File: config.mk
export PLATFORM = sky130hd
export DESIGN_NAME = fetch_decode_flat
export DESIGN_NICKNAME = d
export VERILOG_FILES = /design/src/rtl/fetch_decode_pkg.sv /design/src/rtl/bus_if.sv /design/src/rtl/fetch_decode_instr_decoder.sv /design/src/rtl/fetch_decode.sv /design/src/flat_wrapper.sv
export SDC_FILE = /design/constraint.sdc
export NUM_CORES = 1
export LEC_CHECK = 0
export CORE_MARGIN = 10
export CORE_UTILIZATION = 51
export CTS_BUF_LIST = sky130_fd_sc_hd__clkbuf_2 sky130_fd_sc_hd__clkbuf_4 sky130_fd_sc_hd__clkbuf_8
export DETAILED_ROUTE_END_ITERATION = 8
export PLACE_DENSITY = 0.95
export SYNTH_ARGS = -nofsm -noshare
export SYNTH_HDL_FRONTEND = slang
export SYNTH_SLANG_ARGS = --single-unit
File: constraint.sdc
create_clock -name clk_i -period 5.3 [get_ports clk_i]
set_input_delay 1.59 -clock clk_i [delete_from_list [all_inputs] [get_ports clk_i]]
set_output_delay 1.59 -clock clk_i [all_outputs]
set_load 0.02 [all_outputs]
File: src/rtl/fetch_decode_pkg.sv
// fetch_decode_pkg: shared unit encoding, instruction field positions, fetch FSM states
package fetch_decode_pkg;
  typedef enum logic [3:0] {
    UNIT_NONE           = 4'd0,
    UNIT_REGISTER       = 4'd1,
    UNIT_ABS_IMMEDIATE  = 4'd2,
    UNIT_MEMORY_OPERAND = 4'd3,
    UNIT_ABS_OPERAND    = 4'd4
  } Unit;
  typedef enum logic [2:0] {
    FETCH_INSTR,
    FETCH_SRC_OP,
    FETCH_DST_OP,
    ISSUE,
    WAIT
  } state_t;
  localparam int UNIT_W       = 4;
  localparam int IMM_W        = 12;
  localparam int SRC_UNIT_LSB = 0;
  localparam int SRC_IMM_LSB  = 4;
  localparam int DST_UNIT_LSB = 16;
  localparam int DST_IMM_LSB  = 20;
  function automatic logic unit_has_operand(input Unit u);
    return u == UNIT_MEMORY_OPERAND || u == UNIT_ABS_OPERAND;
  endfunction
endpackage

File: src/rtl/bus_if.sv
// bus_if: simple valid/ready read bus carrying fetch address, strobes and read data
// master drives addr/valid/wstrb/instr; slave drives ready/read_data.
interface bus_if;
  logic [31:0] addr;
  logic        valid;
  logic [3:0]  wstrb;
  logic        instr;
  logic        ready;
  logic [31:0] read_data;
  modport master(output addr, valid, wstrb, instr, input ready, read_data);
  modport slave(input addr, valid, wstrb, instr, output ready, read_data);
endinterface

File: src/rtl/fetch_decode_instr_decoder.sv
// instr_decoder: splits an instruction word into unit/immediate fields and counts operand words
// word in; src/dst unit and immediate, per-side operand flags and total length (1..3 words) out.
module instr_decoder
  import fetch_decode_pkg::*;
(
  input  logic [31:0] word,
  output Unit         src_unit,
  output logic [11:0] src_imm,
  output Unit         dst_unit,
  output logic [11:0] dst_imm,
  output logic        src_has,
  output logic        dst_has,
  output logic [1:0]  len
);
  assign src_unit = Unit'(word[SRC_UNIT_LSB +: UNIT_W]);
  assign src_imm  = word[SRC_IMM_LSB +: IMM_W];
  assign dst_unit = Unit'(word[DST_UNIT_LSB +: UNIT_W]);
  assign dst_imm  = word[DST_IMM_LSB +: IMM_W];
  assign src_has  = unit_has_operand(src_unit);
  assign dst_has  = unit_has_operand(dst_unit);
  assign len      = 2'd1 + {1'b0, src_has} + {1'b0, dst_has};
endmodule

File: src/rtl/fetch_decode.sv
// fetch_decode: fetches instructions plus operand words, decodes them and issues to execute
// clk_i/rst_i clock and sync reset; instr_bus fetch master; done_i execute completion;
// sel_o/pc_o issued instruction; src_*/dst_* decoded unit, immediate and operand fields.
module fetch_decode
  import fetch_decode_pkg::*;
#(
  parameter logic [31:0] RESET_PC = 32'h0000_0000
) (
  input  logic        clk_i,
  input  logic        rst_i,
  bus_if.master       instr_bus,
  input  logic        done_i,
  output logic        sel_o,
  output logic [31:0] pc_o,
  output Unit         src_unit_o,
  output logic [11:0] src_immediate_o,
  output logic [31:0] src_operand_o,
  output Unit         dst_unit_o,
  output logic [11:0] dst_immediate_o,
  output logic [31:0] dst_operand_o
);
  state_t      state, state_n;
  logic [31:0] pc;
  logic [1:0]  len;
  logic        valid, hs, fetching, skip;
  Unit         dec_src_unit, dec_dst_unit;
  logic [11:0] dec_src_imm, dec_dst_imm;
  logic        dec_src_has, dec_dst_has;
  logic [1:0]  dec_len;

  instr_decoder u_dec (
    .word     (instr_bus.read_data),
    .src_unit (dec_src_unit),
    .src_imm  (dec_src_imm),
    .dst_unit (dec_dst_unit),
    .dst_imm  (dec_dst_imm),
    .src_has  (dec_src_has),
    .dst_has  (dec_dst_has),
    .len      (dec_len)
  );

  assign hs       = valid && instr_bus.ready;
  assign fetching = state inside {FETCH_INSTR, FETCH_SRC_OP, FETCH_DST_OP};
  // execute never completes a NONE->NONE move, so such words are skipped
  assign skip     = dec_src_unit == UNIT_NONE && dec_dst_unit == UNIT_NONE;

  assign instr_bus.valid = valid;
  assign instr_bus.addr  = pc + (state == FETCH_SRC_OP ? 32'd4 :
                                 state == FETCH_DST_OP ? (unit_has_operand(src_unit_o) ? 32'd8 : 32'd4) :
                                 32'd0);
  assign instr_bus.wstrb = 4'd0;
  assign instr_bus.instr = 1'b1;
  assign sel_o           = state == ISSUE || state == WAIT;
  assign pc_o            = pc;

  always_ff @(posedge clk_i) begin
    if (rst_i) state <= FETCH_INSTR;
    else       state <= state_n;
  end

  // done_i is only honoured in WAIT: execute may still hold the previous
  // instruction's done during ISSUE
  always_comb begin
    state_n = state;
    case (state)
      FETCH_INSTR:  if (hs) state_n = dec_src_has ? FETCH_SRC_OP :
                                      dec_dst_has ? FETCH_DST_OP :
                                      skip        ? FETCH_INSTR  : ISSUE;
      FETCH_SRC_OP: if (hs) state_n = unit_has_operand(dst_unit_o) ? FETCH_DST_OP : ISSUE;
      FETCH_DST_OP: if (hs) state_n = ISSUE;
      ISSUE:        state_n = WAIT;
      WAIT:         if (done_i) state_n = FETCH_INSTR;
      default:      state_n = FETCH_INSTR;
    endcase
  end

  // valid drops for one cycle after every handshake, giving the idle gap
  // between back-to-back requests
  always_ff @(posedge clk_i) begin
    if (rst_i) begin
      valid           <= 1'b0;
      pc              <= RESET_PC;
      len             <= 2'd0;
      src_unit_o      <= UNIT_NONE;
      src_immediate_o <= '0;
      src_operand_o   <= '0;
      dst_unit_o      <= UNIT_NONE;
      dst_immediate_o <= '0;
      dst_operand_o   <= '0;
    end else begin
      valid <= fetching && !hs;
      if (state == FETCH_INSTR && hs) begin
        src_unit_o      <= dec_src_unit;
        src_immediate_o <= dec_src_imm;
        src_operand_o   <= '0;
        dst_unit_o      <= dec_dst_unit;
        dst_immediate_o <= dec_dst_imm;
        dst_operand_o   <= '0;
        len             <= dec_len;
        if (skip) pc <= pc + 32'd4;
      end
      if (state == FETCH_SRC_OP && hs) src_operand_o <= instr_bus.read_data;
      if (state == FETCH_DST_OP && hs) dst_operand_o <= instr_bus.read_data;
      if (state == WAIT && done_i) pc <= pc + {28'd0, len, 2'b00};
    end
  end
endmodule

File: src/flat_wrapper.sv
// flat-port wrapper written by rule: the top's interface ports become plain ports
module fetch_decode_flat import fetch_decode_pkg::*;
#(
  parameter logic [31:0] RESET_PC = 32'h0000_0000
)
  (clk_i, rst_i, done_i, sel_o, pc_o, src_unit_o, src_immediate_o, src_operand_o, dst_unit_o, dst_immediate_o, dst_operand_o, instr_bus_addr, instr_bus_valid, instr_bus_wstrb, instr_bus_instr, instr_bus_ready, instr_bus_read_data);
  bus_if instr_bus_i ();
  input  logic clk_i;
  input  logic rst_i;
  input  logic done_i;
  output logic sel_o;
  output logic [31:0] pc_o;
  output Unit src_unit_o;
  output logic [11:0] src_immediate_o;
  output logic [31:0] src_operand_o;
  output Unit dst_unit_o;
  output logic [11:0] dst_immediate_o;
  output logic [31:0] dst_operand_o;
  output wire logic [$bits(instr_bus_i.addr)-1:0] instr_bus_addr;
  output wire logic [$bits(instr_bus_i.valid)-1:0] instr_bus_valid;
  output wire logic [$bits(instr_bus_i.wstrb)-1:0] instr_bus_wstrb;
  output wire logic [$bits(instr_bus_i.instr)-1:0] instr_bus_instr;
  input wire logic [$bits(instr_bus_i.ready)-1:0] instr_bus_ready;
  input wire logic [$bits(instr_bus_i.read_data)-1:0] instr_bus_read_data;
  assign instr_bus_addr = instr_bus_i.addr;
  assign instr_bus_valid = instr_bus_i.valid;
  assign instr_bus_wstrb = instr_bus_i.wstrb;
  assign instr_bus_instr = instr_bus_i.instr;
  assign instr_bus_i.ready = instr_bus_ready;
  assign instr_bus_i.read_data = instr_bus_read_data;
  fetch_decode #(.RESET_PC(RESET_PC)) u_core (.clk_i(clk_i), .rst_i(rst_i), .instr_bus(instr_bus_i), .done_i(done_i), .sel_o(sel_o), .pc_o(pc_o), .src_unit_o(src_unit_o), .src_immediate_o(src_immediate_o), .src_operand_o(src_operand_o), .dst_unit_o(dst_unit_o), .dst_immediate_o(dst_immediate_o), .dst_operand_o(dst_operand_o));
endmodule
==> reports/results.txt, run 1 <==
achievable clock frequency: 195.1 MHz
nets: 895
DRT Wirelength: 18,350 microns
slew at the pin with the worst max-slew slack: 1.206 ns
Sw Ratio: 0.2688
Synth top area share: 0.4522
Gate power share: 0.107
critical path type: reg2out
status: completed
# setup viols final: 0
Worst Reg-to-Reg Cells: 9
Antenna Violating Nets Remaining: 0
number of enable flip-flop cells after synthesis: 0
total I/O pin count: 203
DPL Wire Length: 13,200 microns
Primary FF master, synth: dfxtp_1
post-synthesis cell area: 5844 sq um
DIE AREA: 16,140 sq um
port bufs: 193
synth top area cells: dfxtp_1, a22oi_1, nor2_1
worst hold stages: 2
maximum vdd drop: 0.1858 mV
DRC viols: 0
vias in the first global route: 5,425
Initial Utilization: 0.5162
drt initial violations: 555
largest net degree at the start of global routing: 113
sequential power share: 0.494
clk_lat worst skew: 0.43 ns
setup TNS: 0 ns
Worst EP required: 3.71 ns
CTS-repair resized insts: 2
pwr/cell area: 253.6 nW/um^2
DR pass1 iterations: 5
Startpoint Class: flop
Root Driver: clkbuf_8
clock skew: 0.01550 ns
Clock Path Buffers: 2
grt ovf: 0
Critical Path End Type: output port
Num CTS Buffers: 17
number of synthesized register bits: 132
Worst-path clk slew: 0.07 ns
hold_buf cts: 0
worst hold margin: 0.4560 ns
Ant. Diodes: 0
synth unique cells: 51
area grow syn2layout: 40.23%
gpl congestion: 0.9185
internal power: 0.001520 W
period utilisation layout: 0.9673
syn avg cell area: 8.544 sq um
FILL cells: 840
Final Hold Fails: 0
YS warnings: 0
post-synthesis sequential area ratio: 0.4522
Final min period: 5.127 ns
Slew HR: 0.1943
reg2reg end: u_core.pc_o[16]
maxcap violations: 0
Slew Viols, Final: 0
first-pass GRT wire length: 28,590 microns
core area: 11,320 sq um
post-synth top area cell: dfxtp_1
Clock Sinks: 132
FF-to-FF setup slack: 2.51 ns
WL per Instance: 18.22 microns
CTS tree: yes
Total GRT Usage: 0.2159
sw power: 0.0005587 W
Hold Path Class: reg2reg
fraction of layout cells with a size suffix above 1: 0.07755
hold path startpoint: u_core.src_immediate_o[0]
Die X: 127.1 microns
leakage power: 2.837 nW
Die Y: 127.1 microns
Post-Syn Instances: 684
FP Rows: 39
post-CTS setup buffers: 0
multi-input logic area: 2969 sq um
Via Count: 5,611
clock share of power: 0.400
hold endpoint: u_core.src_immediate_o[0]
worst r2r src: u_core.state[1]
CP Max Fanout: 4
vias per cell: 5.572
H-Tree Depth: 4
Critical Path AT: 3.54 ns
initial antenna violation count: 0
sequential cell area: 2643 sq um
asr flop ratio synth: 0
[cells in the mapped netlist, types with 9 or more instances]
| cell type | count |
|---|---|
| buf_4 | 12 |
| dfxtp_1 | 132 |
| a22oi_1 | 64 |
| nand3_1 | 11 |
| a21oi_1 | 50 |
| xnor2_1 | 26 |
| xor2_1 | 19 |
| nor3_1 | 14 |
| nand2_1 | 96 |
| clkbuf_1 | 35 |
| nor2_1 | 100 |
| a211oi_1 | 9 |
[critical path: stages (launching register included)]
cell and delay [ns]:
dfxtp_1 0.33, nand3b_1 0.17, a21o_1 0.20, or3_1 0.39
inv_1 0.08, ha_1 0.12, a21o_1 0.20, nand4_2 0.14
or2_2 0.38, or3_1 0.33, xnor2_1 0.13, clkdlybuf4s50_1 0.63
[registers in the layout (all words and copies together) (netlist names)]
register                cells
u_core.dst_immediate_o     12
u_core.instr_bus.valid      1
u_core.dst_operand_o       32
u_core.dst_unit_o           4
u_core.len                  2
u_core.src_immediate_o     12
u_core.pc_o                30
u_core.src_operand_o       32
u_core.state                3
u_core.src_unit_o           4
[how the worst max path moves through the flow]
| stage | startpoint | to | slack (ns) | cells past startpoint |
|---|---|---|---|---|
| global route | u_core.state[0] | instr_bus_addr[28] | -0.03 | 11 |
| CTS | u_core.src_unit_o[2] | instr_bus_addr[28] | 0.03 | 9 |
| detailed placement | u_core.src_unit_o[2] | instr_bus_addr[28] | 0.21 | 9 |
| global placement | u_core.src_unit_o[2] | instr_bus_addr[28] | 0.35 | 9 |
| floorplan | u_core.src_unit_o[0] | instr_bus_addr[28] | 0.78 | 9 |
| finish | u_core.src_unit_o[2] | instr_bus_addr[25] | 0.17 | 11 |
[power groups by stage]
stage / clock network (W) / logic (W) / registers (W)
global placement: 0 / 0.000218 / 0.00105
CTS: 0.000844 / 0.000222 / 0.00103
finish: 0.000830 / 0.000221 / 0.00103
global route: 0.000884 / 0.000238 / 0.00103
detailed placement: 0 / 0.000221 / 0.00105
floorplan: 0 / 0.0000941 / 0.00107
[through the flow]
step             util  power (W)  instances  cell area, sq um  setup WS (ns)
2_1_floorplan       -   0.001166        691              5871         0.7830
3_3_place_gp   0.6871   0.001266        976              7779         0.3455
3_5_place_dp   0.6871   0.001270        976              7779         0.2148
4_1_cts        0.7225   0.002092       1007              8179        0.02644
5_1_grt        0.7239   0.002151       1007              8195       -0.02678
6_report       0.7239   0.002078       1007              8195         0.1733
[cell type report]
| type | instances | share of cell area |
|---|---|---|
| timing repair buffer | 201 | 0.2427 |
| sequential | 132 | 0.3224 |
| clock buffer | 17 | 0.02855 |
| clock inverter | 14 | 0.01893 |
| tap | 143 | 0.02183 |
| inverter | 7 | 0.003206 |
| multi-input combinational | 493 | 0.3623 |
[layout by cell type, fill, tap and decap left out, types with 3 or more instances in the layout]
| cell | synthesis | routed |
|---|---|---|
| a31o_2 | 3 | 3 |
| clkinv_4 | 0 | 3 |
| clkbuf_8 | 0 | 17 |
| and3_1 | 3 | 3 |
| nor3_1 | 14 | 10 |
| nand4_1 | 8 | 8 |
| or4_1 | 4 | 4 |
| xnor2_1 | 26 | 26 |
| nand3b_1 | 4 | 4 |
| a21oi_1 | 50 | 50 |
| nand2b_1 | 8 | 8 |
| nand2_1 | 96 | 96 |
| a211oi_1 | 9 | 9 |
| nor2_2 | 1 | 3 |
| and2_1 | 3 | 3 |
| a22oi_1 | 64 | 64 |
| dfxtp_1 | 132 | 132 |
| o21ai_0 | 4 | 4 |
| buf_4 | 12 | 9 |
| nand3_1 | 11 | 11 |
| nor4_1 | 3 | 3 |
| clkinvlp_4 | 0 | 5 |
| a2111oi_0 | 4 | 4 |
| nor2_1 | 100 | 98 |
| a21o_1 | 4 | 4 |
| xor2_1 | 19 | 19 |
| inv_6 | 0 | 3 |
| o31ai_1 | 4 | 4 |
| clkdlybuf4s50_1 | 0 | 192 |
| ha_1 | 5 | 5 |
| nor3_2 | 0 | 4 |
| or3_1 | 5 | 5 |
| and4_1 | 5 | 5 |
| inv_1 | 7 | 7 |
| conb_1 | 2 | 9 |
[cells by family after synthesis]
group                      share of synthesized area
muxes                                       0.001927
xor gates and xnor gates                     0.06744
AOI/OAI and AO/OA                             0.1798
other                                       0.001285
buffers and inverters                        0.05160
adders and majority gates                    0.01756
and+or+nand+nor                               0.2282
DFF                                           0.4522
[metal layers]
metal,up-vias,track usage,share of wire
met3,26,0.1162,0.12
met5,-,0,0
met2,261,0.3554,0.48
met4,0,0.06162,0.017
li1,2701,-,-
met1,2623,0.2365,0.38
No activity file was read; power rests on OpenSTA's default activity.
==> inputs of run 2 (changes only) <==
--- a/config.mk
+++ b/config.mk
@@ -6,10 +6,11 @@
 export NUM_CORES = 1
 export LEC_CHECK = 0
 export CORE_MARGIN = 10
-export CORE_UTILIZATION = 51
+export CORE_UTILIZATION = 60
 export CTS_BUF_LIST = sky130_fd_sc_hd__clkbuf_2 sky130_fd_sc_hd__clkbuf_4 sky130_fd_sc_hd__clkbuf_8
 export DETAILED_ROUTE_END_ITERATION = 8
-export PLACE_DENSITY = 0.95
+export DONT_BUFFER_PORTS = 1
+export PLACE_DENSITY = 0.87
 export SYNTH_ARGS = -nofsm -noshare
 export SYNTH_HDL_FRONTEND = slang
 export SYNTH_SLANG_ARGS = --single-unit
==> run 2 against run 1 <==
Net effect:
- worst hold slack better by 0.046 ns
- core utilization down 5.5 points
- via count down 9.1%
- global-route usage up 1.8 points
- fmax down 0.12%
- total power down 2.2%
- critical path depth down 3
- clock skew down 0.0056 ns
- sequential share of layout area up 9.9 points
- critical endpoint is now instr_bus_addr[28]
==> reports/results.txt, run 2 (same netlist as run 1, synthesis figures left out) <==
Die Y: 118.7 microns (-6.6%)
H-Tree Depth: 4 (unchanged)
FP Rows: 35 (-10%)
Hold Path Class: reg2reg
leakage power: 2.187 nW (-23%)
sw power: 0.0005284 W (-5.4%)
CTS tree: yes
internal power: 0.001504 W (-1.1%)
achievable clock frequency: 194.8 MHz (-0.12%)
drt initial violations: 820 (+48%)
Final Util: 0.6693 (-0.05463)
FILL cells: 761 (-9.4%)
crit-path cells: nand3b_1, a21o_1, or3_1, fa_1, nor3_1, nor4b_2, nand2_1, xnor2_1
WL per Instance: 21.87 microns (+20%)
fraction of layout cells with a size suffix above 1: 0.09941 (+0.02186)
Final Hold Fails: 0 (unchanged)
Initial Utilization: 0.6236 (+0.1074)
Worst-path clk slew: 0.08 ns (about the same)
DRC viols: 0 (unchanged)
maxcap violations: 0 (unchanged)
DRT Wirelength: 17,560 microns (-4.3%)
clk_lat worst skew: 0.43 ns (about the same)
DIE AREA: 14,090 sq um (-13%)
grt ovf: 0 (unchanged)
critical path type: reg2out
clock share of power: 0.431 (+0.031)
Clock Sinks: 132 (unchanged)
leading cell type in the layout, fill and taps excluded: dfxtp_1
slew at the pin with the worst max-slew slack: 0.8110 ns (-0.3946 ns)
core area: 9371 sq um (-17%)
Sw Ratio: 0.2601 (-0.008794)
Power Total: 0.002032 W (-2.2%)
pwr/cell area: 324.0 nW/um^2 (+28%)
placed cell areas: 5847 sq um (-25%)
Root Driver: clkbuf_8
Crit-path slowest cell: fa_1
period utilisation layout: 0.9685 (+0.001188)
DR pass1 iterations: 5 (unchanged)
vias in the first global route: 4,970 (-8.4%)
Gate power share: 0.050 (-0.057)
Slew Viols, Final: 0 (unchanged)
area grow syn2layout: 7.322%
Slew HR: 0.4578 (+0.2635)
Startpoint Class: flop
Die X: 118.7 microns (-6.6%)
vias per cell: 6.349 (+14%)
hold_buf cts: 0 (unchanged)
Critical Path AT: 3.54 ns (about the same)
post-route cell area: 6272 sq um (-23%)
Worst path max stage delay: 0.58 ns (-0.05 ns)
Top delay family on crit path: simple AND/OR/NAND/NOR gates
total I/O pin count: 203 (unchanged)
Ant. Diodes: 0 (unchanged)
Worst EP required: 3.71 ns (about the same)
gpl congestion: 0.9199 (+0.15%)
Critical Path End Type: output port
most frequent cells in the layout: dfxtp_1, nor2_1, nand2_1
DPL Wire Length: 12,260 microns (-7.1%)
sequential power share: 0.519 (+0.025)
Total GRT Usage: 0.2337 (+0.01782)
# setup viols final: 0 (unchanged)
CP Max Fanout: 8 (+4)
port bufs: 0 (-100%)
Antenna Violating Nets Remaining: 0 (unchanged)
status: completed
clock skew: 0.009877 ns (-0.005623 ns)
Clock Path Buffers: 2 (unchanged)
initial antenna violation count: 0 (unchanged)
CP bufs+invs: 0 (-2)
nets: 704 (-21%)
Num CTS Buffers: 17 (unchanged)
maximum vdd drop: 0.2718 mV (+46%)
Via Count: 5,098 (-9.1%)
first-pass GRT wire length: 27,280 microns (-4.6%)
Final min period: 5.133 ns (+0.006295 ns)
largest net degree at the start of global routing: 137 (+21%)
-- run 2: cell count changes in the layout (fill, tap and decap cells not counted), sizes merged --
cell / before / now
inv: 10 / 12
clkdlybuf4s50: 192 / 0
buf: 9 / 10
clkinvlp: 5 / 1
clkbuf: 17 / 20
-- run 2: worst register-to-register path: stages (launching register included) --
cell and delay (ns):
dfxtp_1 0.37, nor2_2 0.31, and3_1 0.33, nand2_1 0.13
fa_1 0.54, a211o_1 0.46, or4_1 0.48, a21oi_1 0.15
-- run 2: power by group through the flow --
stage / combinational, W / clock (W) / sequential [W]
after floorplan: 0.0000941 / 0 / 0.00107
after global placement: 0.0000957 / 0 / 0.00108
after detailed placement: 0.0000996 / 0 / 0.00108
after CTS: 0.000100 / 0.000890 / 0.00106
after global routing: 0.000112 / 0.000935 / 0.00106
final: 0.000101 / 0.000876 / 0.00105
-- run 2: timing repair --
item,in CTS,in global routing
resized for setup,0,2
setup buffers,0,0
hold endpoints to repair,0,0
endpoints found under the setup margin,0,3
-- run 2: worst paths after layout --
check	start	to	slack, ns	cells after the start
max	u_core.src_unit_o[2]	instr_bus_addr[28]	0.17	8
min	u_core.src_unit_o[1]	u_core.src_unit_o[1]	0.50	2
max reg2reg	u_core.state[0]	u_core.pc_o[30]	2.46	7
min reg2reg	u_core.src_unit_o[1]	u_core.src_unit_o[1]	0.50	2
-- run 2: final cells by class --
class / instances / area [sq um] / share of cell area
Inverter: 7 / 26.28 / 0.004189
Multi-Input combinational cell: 493 / 2955 / 0.4712
Sequential cell: 132 / 2643 / 0.4213
Tap cell: 129 / 161.4 / 0.02573
Timing Repair Buffer: 10 / 75.07 / 0.01197
Clock buffer: 20 / 269.0 / 0.04289
Clock inverter: 12 / 142.6 / 0.02274
-- run 2: layer usage --
layer	track usage	part of all wire	up-vias	wire length, microns
li1	-	-	2320	-
met1	0.2418	0.35	2391	6129
met2	0.3866	0.48	343	8491
met3	0.1314	0.14	44	2479
met4	0.09008	0.026	0	459
met5	0	0	-	0
-- run 2: stage by stage --
step | hold slack (ns) | setup slack [ns] | TNS, ns | std cells
after global placement | 0.4638 | 0.6695 | 0 | 771
after CTS | 0.4965 | 0.01566 | 0 | 803
after detailed placement | 0.4850 | 0.5066 | 0 | 771
after global routing | 0.5175 | -0.04041 | -0.04041 | 803
final | 0.5017 | 0.1670 | 0 | 803
after floorplan | 0.4732 | 0.7830 | 0 | 691
